[src/rtl/cpu_mem_arbiter_if.sv]
// Fetch, data and Wishbone signals of the CPU memory arbiter.
// Signal suffixes are from the arbiter's point of view.
interface cpu_mem_arbiter_if;
  logic        if_req_i;
  logic [31:0] if_adr_i;
  logic        if_ack_o;
  logic        if_err_o;
  logic [31:0] if_dat_o;

  logic        d_req_i;
  logic        d_we_i;
  logic [31:0] d_adr_i;
  logic [31:0] d_dat_i;
  logic [3:0]  d_sel_i;
  logic        d_lock_i;
  logic        d_ack_o;
  logic        d_err_o;
  logic [31:0] d_dat_o;

  logic        wb_cyc_o;
  logic        wb_stb_o;
  logic        wb_we_o;
  logic [31:0] wb_adr_o;
  logic [31:0] wb_dat_o;
  logic [3:0]  wb_sel_o;
  logic [31:0] wb_dat_i;
  logic        wb_ack_i;

  // The arbiter masters the Wishbone port.
  modport master (
    input  if_req_i, if_adr_i,
    output if_ack_o, if_err_o, if_dat_o,
    input  d_req_i, d_we_i, d_adr_i, d_dat_i, d_sel_i, d_lock_i,
    output d_ack_o, d_err_o, d_dat_o,
    output wb_cyc_o, wb_stb_o, wb_we_o, wb_adr_o, wb_dat_o, wb_sel_o,
    input  wb_dat_i, wb_ack_i
  );

  // The CPU pipeline and the memory slave seen together.
  modport slave (
    output if_req_i, if_adr_i,
    input  if_ack_o, if_err_o, if_dat_o,
    output d_req_i, d_we_i, d_adr_i, d_dat_i, d_sel_i, d_lock_i,
    input  d_ack_o, d_err_o, d_dat_o,
    input  wb_cyc_o, wb_stb_o, wb_we_o, wb_adr_o, wb_dat_o, wb_sel_o,
    output wb_dat_i, wb_ack_i
  );
endinterface

[src/rtl/cpu_mem_arbiter.sv]
// Shares one Wishbone-classic port between instruction fetch and the data stage.
// Data has priority, fetch is protected from starvation, and lock keeps stack sequences atomic.
module cpu_mem_arbiter #(
  parameter int unsigned FAIRNESS_LIMIT = 4,
  parameter int unsigned TIMEOUT_CYCLES = 255
) (
  input logic               clk_i,
  input logic               rst_i,
  cpu_mem_arbiter_if.master bus
);

  typedef enum logic [1:0] {
    IDLE   = 2'd0,
    GNT_IF = 2'd1,
    GNT_D  = 2'd2
  } state_e;

  localparam logic [3:0] STREAK_MAX = 4'(FAIRNESS_LIMIT);
  localparam logic [7:0] WDOG_MAX   = 8'(TIMEOUT_CYCLES);
  localparam logic       WDOG_EN    = (TIMEOUT_CYCLES != 0);

  state_e      state_q, state_d;
  logic        wb_cyc_q, wb_cyc_d;
  logic        wb_stb_q, wb_stb_d;
  logic        wb_we_q, wb_we_d;
  logic [31:0] wb_adr_q, wb_adr_d;
  logic [31:0] wb_dat_q, wb_dat_d;
  logic [3:0]  wb_sel_q, wb_sel_d;
  logic        if_ack_q, if_ack_d;
  logic        if_err_q, if_err_d;
  logic [31:0] if_dat_q, if_dat_d;
  logic        d_ack_q, d_ack_d;
  logic        d_err_q, d_err_d;
  logic [31:0] d_dat_q, d_dat_d;
  logic [3:0]  streak_q, streak_d;
  logic [7:0]  wdog_q, wdog_d;

  logic if_live, d_live, grant_d, grant_if;
  logic xfer_ack, xfer_tmo, lock_gap, lock_start, lock_release;

  // A requester still showing its ack/err is presenting a stale request.
  assign if_live      = bus.if_req_i & ~if_ack_q & ~if_err_q;
  assign d_live       = bus.d_req_i & ~d_ack_q & ~d_err_q;
  assign grant_d      = d_live & ~(if_live & (streak_q == STREAK_MAX));
  assign grant_if     = if_live & ~grant_d;
  assign xfer_ack     = wb_stb_q & bus.wb_ack_i;
  assign xfer_tmo     = wb_stb_q & ~bus.wb_ack_i & WDOG_EN & (wdog_q == WDOG_MAX);
  assign lock_gap     = (state_q == GNT_D) & ~wb_stb_q;
  assign lock_start   = lock_gap & bus.d_req_i & ~d_ack_q;
  assign lock_release = lock_gap & ~lock_start & ~bus.d_lock_i;

  // NOTE: sequential state uses non-blocking (<=) so every flop samples pre-edge values.
  always_ff @(posedge clk_i or posedge rst_i) begin
    if (rst_i) begin
      state_q  <= IDLE;
      wb_cyc_q <= 1'b0;
      wb_stb_q <= 1'b0;
      wb_we_q  <= 1'b0;
      wb_adr_q <= '0;
      wb_dat_q <= '0;
      wb_sel_q <= '0;
      if_ack_q <= 1'b0;
      if_err_q <= 1'b0;
      if_dat_q <= '0;
      d_ack_q  <= 1'b0;
      d_err_q  <= 1'b0;
      d_dat_q  <= '0;
      streak_q <= '0;
      wdog_q   <= '0;
    end else begin
      state_q  <= state_d;
      wb_cyc_q <= wb_cyc_d;
      wb_stb_q <= wb_stb_d;
      wb_we_q  <= wb_we_d;
      wb_adr_q <= wb_adr_d;
      wb_dat_q <= wb_dat_d;
      wb_sel_q <= wb_sel_d;
      if_ack_q <= if_ack_d;
      if_err_q <= if_err_d;
      if_dat_q <= if_dat_d;
      d_ack_q  <= d_ack_d;
      d_err_q  <= d_err_d;
      d_dat_q  <= d_dat_d;
      streak_q <= streak_d;
      wdog_q   <= wdog_d;
    end
  end

  always_comb begin
    state_d = state_q;
    case (state_q)
      IDLE: begin
        if (grant_d)       state_d = GNT_D;
        else if (grant_if) state_d = GNT_IF;
      end
      GNT_IF: if (xfer_ack || xfer_tmo) state_d = IDLE;
      GNT_D: begin
        if ((xfer_ack && !bus.d_lock_i) || xfer_tmo || lock_release) state_d = IDLE;
      end
      default: state_d = IDLE;
    endcase
  end

  always_comb begin
    // NOTE: every _d gets a default before the case so no path infers a latch.
    wb_cyc_d = wb_cyc_q;
    wb_stb_d = wb_stb_q;
    wb_we_d  = wb_we_q;
    wb_adr_d = wb_adr_q;
    wb_dat_d = wb_dat_q;
    wb_sel_d = wb_sel_q;
    if_ack_d = 1'b0;
    if_err_d = 1'b0;
    if_dat_d = if_dat_q;
    d_ack_d  = 1'b0;
    d_err_d  = 1'b0;
    d_dat_d  = d_dat_q;
    streak_d = bus.if_req_i ? streak_q : 4'd0;
    wdog_d   = wdog_q;

    case (state_q)
      IDLE: begin
        if (grant_d) begin
          wb_cyc_d = 1'b1;
          wb_stb_d = 1'b1;
          wb_we_d  = bus.d_we_i;
          wb_adr_d = bus.d_adr_i;
          wb_dat_d = bus.d_dat_i;
          wb_sel_d = bus.d_sel_i;
          wdog_d   = '0;
          if (bus.if_req_i) begin
            streak_d = (streak_q == STREAK_MAX) ? streak_q : streak_q + 4'd1;
          end
        end else if (grant_if) begin
          wb_cyc_d = 1'b1;
          wb_stb_d = 1'b1;
          wb_we_d  = 1'b0;
          wb_adr_d = bus.if_adr_i;
          wb_dat_d = '0;
          wb_sel_d = 4'hF;
          wdog_d   = '0;
          streak_d = '0;
        end
      end
      GNT_IF, GNT_D: begin
        if (xfer_ack) begin
          wb_stb_d = 1'b0;
          if (state_q == GNT_IF) begin
            if_ack_d = 1'b1;
            if_dat_d = bus.wb_dat_i;
            wb_cyc_d = 1'b0;
          end else begin
            d_ack_d  = 1'b1;
            d_dat_d  = bus.wb_dat_i;
            wb_cyc_d = bus.d_lock_i;
          end
        end else if (xfer_tmo) begin
          wb_cyc_d = 1'b0;
          wb_stb_d = 1'b0;
          if (state_q == GNT_IF) if_err_d = 1'b1;
          else                   d_err_d  = 1'b1;
        end else if (wb_stb_q) begin
          if (wdog_q != 8'hFF) wdog_d = wdog_q + 8'd1;
        end else if (lock_start) begin
          // Next word of a locked sequence: bus cycle already open.
          wb_stb_d = 1'b1;
          wb_we_d  = bus.d_we_i;
          wb_adr_d = bus.d_adr_i;
          wb_dat_d = bus.d_dat_i;
          wb_sel_d = bus.d_sel_i;
          wdog_d   = '0;
        end else if (lock_release) begin
          wb_cyc_d = 1'b0;
        end
      end
      default: ;
    endcase
  end

  assign bus.wb_cyc_o = wb_cyc_q;
  assign bus.wb_stb_o = wb_stb_q;
  assign bus.wb_we_o  = wb_we_q;
  assign bus.wb_adr_o = wb_adr_q;
  assign bus.wb_dat_o = wb_dat_q;
  assign bus.wb_sel_o = wb_sel_q;
  assign bus.if_ack_o = if_ack_q;
  assign bus.if_err_o = if_err_q;
  assign bus.if_dat_o = if_dat_q;
  assign bus.d_ack_o  = d_ack_q;
  assign bus.d_err_o  = d_err_q;
  assign bus.d_dat_o  = d_dat_q;

endmodule

[src/flat_wrapper.sv]
// flat-port wrapper written by rule: the top's interface ports become plain ports
module cpu_mem_arbiter_flat 
#(
  parameter int unsigned FAIRNESS_LIMIT = 4,
  parameter int unsigned TIMEOUT_CYCLES = 255
)
  (clk_i, rst_i, bus_if_req_i, bus_if_adr_i, bus_if_ack_o, bus_if_err_o, bus_if_dat_o, bus_d_req_i, bus_d_we_i, bus_d_adr_i, bus_d_dat_i, bus_d_sel_i, bus_d_lock_i, bus_d_ack_o, bus_d_err_o, bus_d_dat_o, bus_wb_cyc_o, bus_wb_stb_o, bus_wb_we_o, bus_wb_adr_o, bus_wb_dat_o, bus_wb_sel_o, bus_wb_dat_i, bus_wb_ack_i);
  cpu_mem_arbiter_if bus_i ();
  input logic clk_i;
  input logic rst_i;
  input wire logic [$bits(bus_i.if_req_i)-1:0] bus_if_req_i;
  input wire logic [$bits(bus_i.if_adr_i)-1:0] bus_if_adr_i;
  output wire logic [$bits(bus_i.if_ack_o)-1:0] bus_if_ack_o;
  output wire logic [$bits(bus_i.if_err_o)-1:0] bus_if_err_o;
  output wire logic [$bits(bus_i.if_dat_o)-1:0] bus_if_dat_o;
  input wire logic [$bits(bus_i.d_req_i)-1:0] bus_d_req_i;
  input wire logic [$bits(bus_i.d_we_i)-1:0] bus_d_we_i;
  input wire logic [$bits(bus_i.d_adr_i)-1:0] bus_d_adr_i;
  input wire logic [$bits(bus_i.d_dat_i)-1:0] bus_d_dat_i;
  input wire logic [$bits(bus_i.d_sel_i)-1:0] bus_d_sel_i;
  input wire logic [$bits(bus_i.d_lock_i)-1:0] bus_d_lock_i;
  output wire logic [$bits(bus_i.d_ack_o)-1:0] bus_d_ack_o;
  output wire logic [$bits(bus_i.d_err_o)-1:0] bus_d_err_o;
  output wire logic [$bits(bus_i.d_dat_o)-1:0] bus_d_dat_o;
  output wire logic [$bits(bus_i.wb_cyc_o)-1:0] bus_wb_cyc_o;
  output wire logic [$bits(bus_i.wb_stb_o)-1:0] bus_wb_stb_o;
  output wire logic [$bits(bus_i.wb_we_o)-1:0] bus_wb_we_o;
  output wire logic [$bits(bus_i.wb_adr_o)-1:0] bus_wb_adr_o;
  output wire logic [$bits(bus_i.wb_dat_o)-1:0] bus_wb_dat_o;
  output wire logic [$bits(bus_i.wb_sel_o)-1:0] bus_wb_sel_o;
  input wire logic [$bits(bus_i.wb_dat_i)-1:0] bus_wb_dat_i;
  input wire logic [$bits(bus_i.wb_ack_i)-1:0] bus_wb_ack_i;
  assign bus_i.if_req_i = bus_if_req_i;
  assign bus_i.if_adr_i = bus_if_adr_i;
  assign bus_if_ack_o = bus_i.if_ack_o;
  assign bus_if_err_o = bus_i.if_err_o;
  assign bus_if_dat_o = bus_i.if_dat_o;
  assign bus_i.d_req_i = bus_d_req_i;
  assign bus_i.d_we_i = bus_d_we_i;
  assign bus_i.d_adr_i = bus_d_adr_i;
  assign bus_i.d_dat_i = bus_d_dat_i;
  assign bus_i.d_sel_i = bus_d_sel_i;
  assign bus_i.d_lock_i = bus_d_lock_i;
  assign bus_d_ack_o = bus_i.d_ack_o;
  assign bus_d_err_o = bus_i.d_err_o;
  assign bus_d_dat_o = bus_i.d_dat_o;
  assign bus_wb_cyc_o = bus_i.wb_cyc_o;
  assign bus_wb_stb_o = bus_i.wb_stb_o;
  assign bus_wb_we_o = bus_i.wb_we_o;
  assign bus_wb_adr_o = bus_i.wb_adr_o;
  assign bus_wb_dat_o = bus_i.wb_dat_o;
  assign bus_wb_sel_o = bus_i.wb_sel_o;
  assign bus_i.wb_dat_i = bus_wb_dat_i;
  assign bus_i.wb_ack_i = bus_wb_ack_i;
  cpu_mem_arbiter #(.FAIRNESS_LIMIT(FAIRNESS_LIMIT), .TIMEOUT_CYCLES(TIMEOUT_CYCLES)) u_core (.clk_i(clk_i), .rst_i(rst_i), .bus(bus_i));
endmodule
[config.mk]
export PLATFORM = sky130hd
export DESIGN_NAME = cpu_mem_arbiter_flat
export DESIGN_NICKNAME = d
export VERILOG_FILES = /design/src/rtl/cpu_mem_arbiter_if.sv /design/src/rtl/cpu_mem_arbiter.sv /design/src/flat_wrapper.sv
export SDC_FILE = /design/constraint.sdc
export NUM_CORES = 1
export LEC_CHECK = 0
export BUFFER_PORTS_ARGS = -buffer_cell sky130_fd_sc_hd__buf_2
export CAP_MARGIN = 20
export CORE_ASPECT_RATIO = 0.75
export CORE_MARGIN = 2
export CORE_UTILIZATION = 40
export DETAILED_ROUTE_END_ITERATION = 12
export PLACE_DENSITY = 0.82
export SYNTH_ARGS = -nofsm -noshare
export SYNTH_HDL_FRONTEND = slang
export SYNTH_SLANG_ARGS = --single-unit
[constraint.sdc]
create_clock -name clk_i -period 4.1 [get_ports clk_i]
set_clock_uncertainty 0.1 [all_clocks]
set_input_delay 0.205 -clock clk_i [delete_from_list [all_inputs] [get_ports clk_i]]
set_output_delay 0.205 -clock clk_i [all_outputs]
set_load 0.005 [all_outputs]
== After elaboration in Yosys (flattened, before gate mapping) ==
Cells that the tools add are included.
Operators by class
  shifts and indexed selects: 0
  div/mod/pow operators: 0
  bitwise logic cells: 26
  mux-type cells: 73
  $add $sub $neg: 2
  reductions and logical operators: 15
  order comparisons: 0
  multipliers: 0
  equality and inequality tests: 18
Operators by type and width (count)
  $mux W32: 12
  $pmux W32 S2: 2
  $mux W8: 7
  $mux W4: 12
  $mux W1: 30
  $pmux W8 S2: 1
  $and A1 B1 Y1: 15
  $reduce_and A6 Y1: 2
  $not A1 Y1: 11
  $reduce_and A3 Y1: 3
  $add A8 B1 Y8 const B: 1
  $eq A8 B8 Y1 const B: 1
  $mux W2: 4
  $ne A2 B2 Y1 const B: 4
  $ne A4 B4 Y1 const B: 2
  $ne A8 B8 Y1 const B: 1
  $pmux W4 S2: 1
  $ne A3 B1 Y1 const B: 2
  $pmux W1 S2: 3
  $pmux W2 S3: 1
  $reduce_and A5 Y1: 1
  $add A4 B1 Y4 const B: 1
  $eq A4 B3 Y1 const B: 1
  $ne A2 B1 Y1 const B: 2
  other kinds (12): 14
Word-level totals
  input bits: 139
  memory bits (read-only): 0
  bits in latches: 0
  memories kept: 0
  bits in registers: 153
  word-level logic and storage cells: 149
  output and inout bits: 139
  bits in writable memories: 0

== Logic depth before layout (Yosys ltp) ==
  depth in word-level cells: 13
  gate-level depth with buffers: 10

== Least setup slack after synthesis ==
Ideal clock, no wire load.
  path kind: reg-to-reg
  start: register u_core.state_q[0]
  end: register u_core.wb_adr_q[10] (netlist: u_core.bus.wb_adr_o[10])
  path buffers: 2
  clock period less this slack: 2117 ps
  cell stages (with the launch flop): 9
  slack: 1983 ps
  arrival: 1885 ps
  cell sequence: dfrtp_1 inv_1 ha_1 nor4b_2 a22o_1 buf_6 buf_6 mux2i_1 o21ai_1
Between the ends
  word-level cells in the longest chain between the ends: 6
  elaborated cells between the ends (all ways): 15
  classes of those cells: eq/ne (7); mux (1); bitwise (3); reduce/logical (4)
Ends and longest elaborated chain
  start, declared: RTL line cpu_mem_arbiter.sv:22  | state_e state_q, state_d;
  start signal, assigned: RTL line cpu_mem_arbiter.sv:71  | state_q <= state_d;
  $eq A2 B2 Y1: RTL line cpu_mem_arbiter.sv:48, cpu_mem_arbiter.sv:121
  $and A1 B1 Y1: RTL line cpu_mem_arbiter.sv:48  | assign lock_gap = (state_q == GNT_D) & ~wb_stb_q;
  $and A1 B1 Y1 (2 in a row): RTL line cpu_mem_arbiter.sv:49  | assign lock_start = lock_gap & bus.d_req_i & ~d_ack_q;
  $ne A2 B1 Y1 (no source line)
  $reduce_and A6 Y1 (no source line)
  end signal, assigned: RTL line cpu_mem_arbiter.sv:75  | wb_adr_q <= wb_adr_d;
  end, declared: RTL line cpu_mem_arbiter.sv:26  | logic [31:0] wb_adr_q, wb_adr_d;
Several ways; a longest one is shown, not always the timed one.
A chain may end at the register's enable or synchronous reset.

== Final worst setup path ==
  start: register u_core.state_q[1]
  end: register u_core.wb_adr_q[18] (netlist: u_core.bus.wb_adr_o[18])
Same word-level chain as after synthesis.

==> summary.txt <==
SETUP PATH
-----------------------------------------------------------------------------------------------------
Worst EP required                                                                             4.27 ns
Max stage delay cell, worst path                                                         dlygate4sd3_1
Slowest stage delay, CP                                                                       0.58 ns
Maximum net fanout on the critical path                                                            30
Family with the most delay on the worst path                                             buffers and inverters
Kind of end point of the critical path                                                           flop
Crit path cell chain                                                                     inv_1 > ha_1 > nor4b_2 > a22o_2 > buf_12 > mux2i_1 > dlygate4sd3_1 > o21ai_1
Data arrival time of the worst path                                                           3.29 ns
Crit Path Class                                                                            reg -> reg
Critical path buffer and inverter count                                                             3
Startpoint class of the critical path                                                            flop

FLOORPLANNING
-----------------------------------------------------------------------------------------------------
Number of placement rows                                                                           41
Die width                                                                                      154 µm
Die area                                                                                   17,900 µm²
Area of the core region                                                                    16,600 µm²
Number of placed I/O pins                                                                         278
Starting density of the core                                                                    40.4%
Die height                                                                                     116 µm

POWER AND IR DROP
-----------------------------------------------------------------------------------------------------
Leakage power total                                                                           5.01 nW
Worst VDD drop                                                                               0.500 mV
Ratio of total power to cell area                                                          734 nW/µm²

STA
-----------------------------------------------------------------------------------------------------
Sum Neg Setup Slack                                                                              0 ns
Shortest period the worst path allows                                                         3.12 ns
# setup viols final                                                                                 0
Slew @ Worst Pin                                                                             0.544 ns
Fmax                                                                                          321 MHz
Setup repair after global routing missed its margin                                                no
Max_slew headroom                                                                               63.2%
Fin. Hold Viols                                                                                     0
Post-route fraction of the period consumed by the critical path                                 76.0%
Count of final max-slew check failures                                                              0
Setup ws final                                                                               0.983 ns

CLOCK NETWORK
-----------------------------------------------------------------------------------------------------
Clock latency reported for the late side of the worst-skew pair                               0.42 ns
TritonCTS buffer count                                                                             17
TritonCTS clock tree                                                                              yes
CTS H-tree depth                                                                                    4
Max Root-Sink Buffers                                                                               2
CTS root buf                                                                                clkbuf_16
Sinks on the clock net                                                                            153
# Post-CTS Setup Buffers                                                                            0
Clock slew at reported path FFs                                                               0.07 ns

FINISH
-----------------------------------------------------------------------------------------------------
Fraction of final layout cells with drive strength greater than 1                               40.1%
Layout Cells excl Fill                                                                          1,216
Net total in the final layout                                                                   1,133
Layout Area Growth over Synthesis                                                               53.5%

HOLD PATH
-----------------------------------------------------------------------------------------------------
Worst min-delay path class                                                                  in -> reg

SYNTH
-----------------------------------------------------------------------------------------------------
Post-synth top flop                                                                           dfrtp_1
Most instantiated cells after synthesis                                                  dfrtp_1 (153), nand2_1 (106), mux2_2 (66), o21ai_0 (38), mux2i_1 (33)
Sequential area share after synthesis                                                           57.0%
Post-synthesis average cell area                                                             11.6 µm²
Unique masters post-synth                                                                          56
Compound-gate portion of the synthesized area                                                   10.2%
Post-synthesis share of cell area spent on full adders, half adders and majority gates          1.49%
Post-synthesis instance area                                                                 6720 µm²
Main combinational cell family by area after synthesis                                   multiplexers
Simple-gate portion of the synthesized area                                                     12.0%
Post-Synth XOR/XNOR Area                                                                           0%
Cells after synthesis                                                                             581
Top-area cell type share of the netlist area                                                    57.0%
Net count of the mapped netlist                                                                   728
Flip-flop and latch count after synthesis                                                         153
Total number of yosys warnings                                                                      0
Share of synthesized registers carrying an async set or reset                                    100%
Main area contributors after synthesis                                                   dfrtp_1 (57%), mux2_2 (11%), nand2_1 (5.9%)
Count of flip-flops with a built-in enable after synthesis                                          0
Mux contribution to synthesized area                                                            16.0%
Most frequent cell after synthesis                                                            dfrtp_1
Yosys top cell by area                                                                        dfrtp_1

DETAILED ROUTING
-----------------------------------------------------------------------------------------------------
Total wire length                                                                           21,600 µm
Vias                                                                                            6,122
Number of nets still failing antenna checks after routing                                           0
Residual DRC count                                                                                  0
Via count normalized by instance count                                                           5.03
Number of design-rule violations left by the first detailed-router iteration                      540
Number of optimization iterations in the first detailed-route pass                                  4
Average wire per cell in the routed design                                                    17.7 µm

PLACE
-----------------------------------------------------------------------------------------------------
Count of buffers from port buffering                                                              277
Number of placed cells counting well taps                                                       1,048
HPWL Detailed                                                                               13,200 µm
Final RePlAce weighted congestion                                                               0.869
Worst slack, placed                                                                           1.14 ns

GRT
-----------------------------------------------------------------------------------------------------
First-pass GRT wire length                                                                  33,700 µm
Overall Global Routing Usage                                                                    23.9%
GR Overflow Total                                                                                   0
Maximum number of pins on one net before global-route repair                                      139
Vias in the first global route                                                                  6,367
Antenna violations before repair                                                                    2

RUN STATUS
-----------------------------------------------------------------------------------------------------
Outcome                                                                                  complete, no violations

JOB
-----------------------------------------------------------------------------------------------------
Number of max-cap violations                                                                        0

-- worst min-delay path, stage by stage --
cell and delay [ns]:
buf_2 0.08, mux2i_1 0.06, o21ai_0 0.16
-- power breakdown --
group / switching (W) / total, W / internal, W
sequential: 0.000397 / 0.00261 / 0.00221
combinational: 0.00173 / 0.00329 / 0.00156
clock: 0.000695 / 0.00168 / 0.000986
-- state kept, by name, summed over array words and instances, names as in the netlist --
name                 flops
u_core.state_q           2
u_core.bus.wb_adr_o     32
u_core.bus.wb_we_o       1
u_core.bus.d_ack_o       1
u_core.bus.if_ack_o      1
u_core.bus.wb_dat_o     32
u_core.bus.wb_cyc_o      1
u_core.streak_q          4
u_core.bus.wb_sel_o      4
u_core.bus.if_err_o      1
u_core.bus.d_err_o       1
u_core.wdog_q            8
u_core.bus.d_dat_o      32
u_core.bus.wb_stb_o      1
u_core.bus.if_dat_o     32
-- layout by cell type (no fill, tap or decap), types with 4 or more instances in the layout --
cell type        n
mux2i_1         33
inv_6            7
o21ai_1         32
buf_12           5
a2111oi_0        6
inv_1           13
buf_4            4
dlygate4sd3_1  133
buf_2          277
o21ai_0         38
nor2b_1          6
clkbuf_16       17
a21oi_1          4
ha_1             8
nor3_1           4
nand3_1          9
nor2_1          10
o2bb2ai_1        6
dfrtp_1        153
nand2_1        106
mux2_2          66
-- area by class of cell --
cell class,count,area [µm²]
Fill cell,1226,6300
Antenna cell,2,5.00
Multi-Input combinational cell,381,2680
Tap cell,215,269
Sequential cell,153,3830
Timing Repair Buffer,419,2850
Clock buffer,17,425
Inverter,14,56.3
Clock inverter,15,204
-- timing repair --
action | 4_1_cts | 5_1_grt
endpoints found under the hold margin | 213 | 0
hold buffers | 133 | 0
resized for setup | 0 | 0
-- stage by stage --
stage | cell area [µm²] | total power (W) | hold WS (ns) | util (%)
floorplan | 6730 | 0.00441 | 0.232 | -
global placement | 8310 | 0.00543 | 0.345 | 50.0
detailed placement | 8330 | 0.00559 | 0.0951 | 50.1
CTS | 10300 | 0.00751 | 0.00426 | 61.9
global route | 10300 | 0.00811 | 0.0516 | 62.1
finish | 10300 | 0.00758 | 0.0306 | 62.1
-- logic make-up after synthesis --
family | after synthesis
AOI/OAI and AO/OA | 108
adders and majority gates | 8
buffers and inverters | 47
DFF | 153
muxes | 99
and+or+nand+nor | 166
-- layer usage --
metal,global-route usage (%),wire length [µm]
met3,8.09,1820
met4,8.62,404
met2,39.9,10600
met1,29.5,8770
met5,0,0
-- worst paths after layout --
kind                                           end  slack (ns)  cells after the start                    start
min reg2reg                u_core.bus.wb_dat_o[15]        0.38                      2  u_core.bus.wb_dat_o[15]
min in group asynchronous  u_core.bus.wb_adr_o[17]        0.23                      3                    rst_i
min                        u_core.bus.wb_adr_o[30]        0.03                      3          bus_d_adr_i[30]
max                        u_core.bus.wb_adr_o[18]        0.98                      8        u_core.state_q[1]
max in group asynchronous   u_core.bus.if_dat_o[6]        3.08                      4                    rst_i
max reg2reg                u_core.bus.wb_adr_o[18]        0.98                      8        u_core.state_q[1]
(Power assumes the default switching activity.)
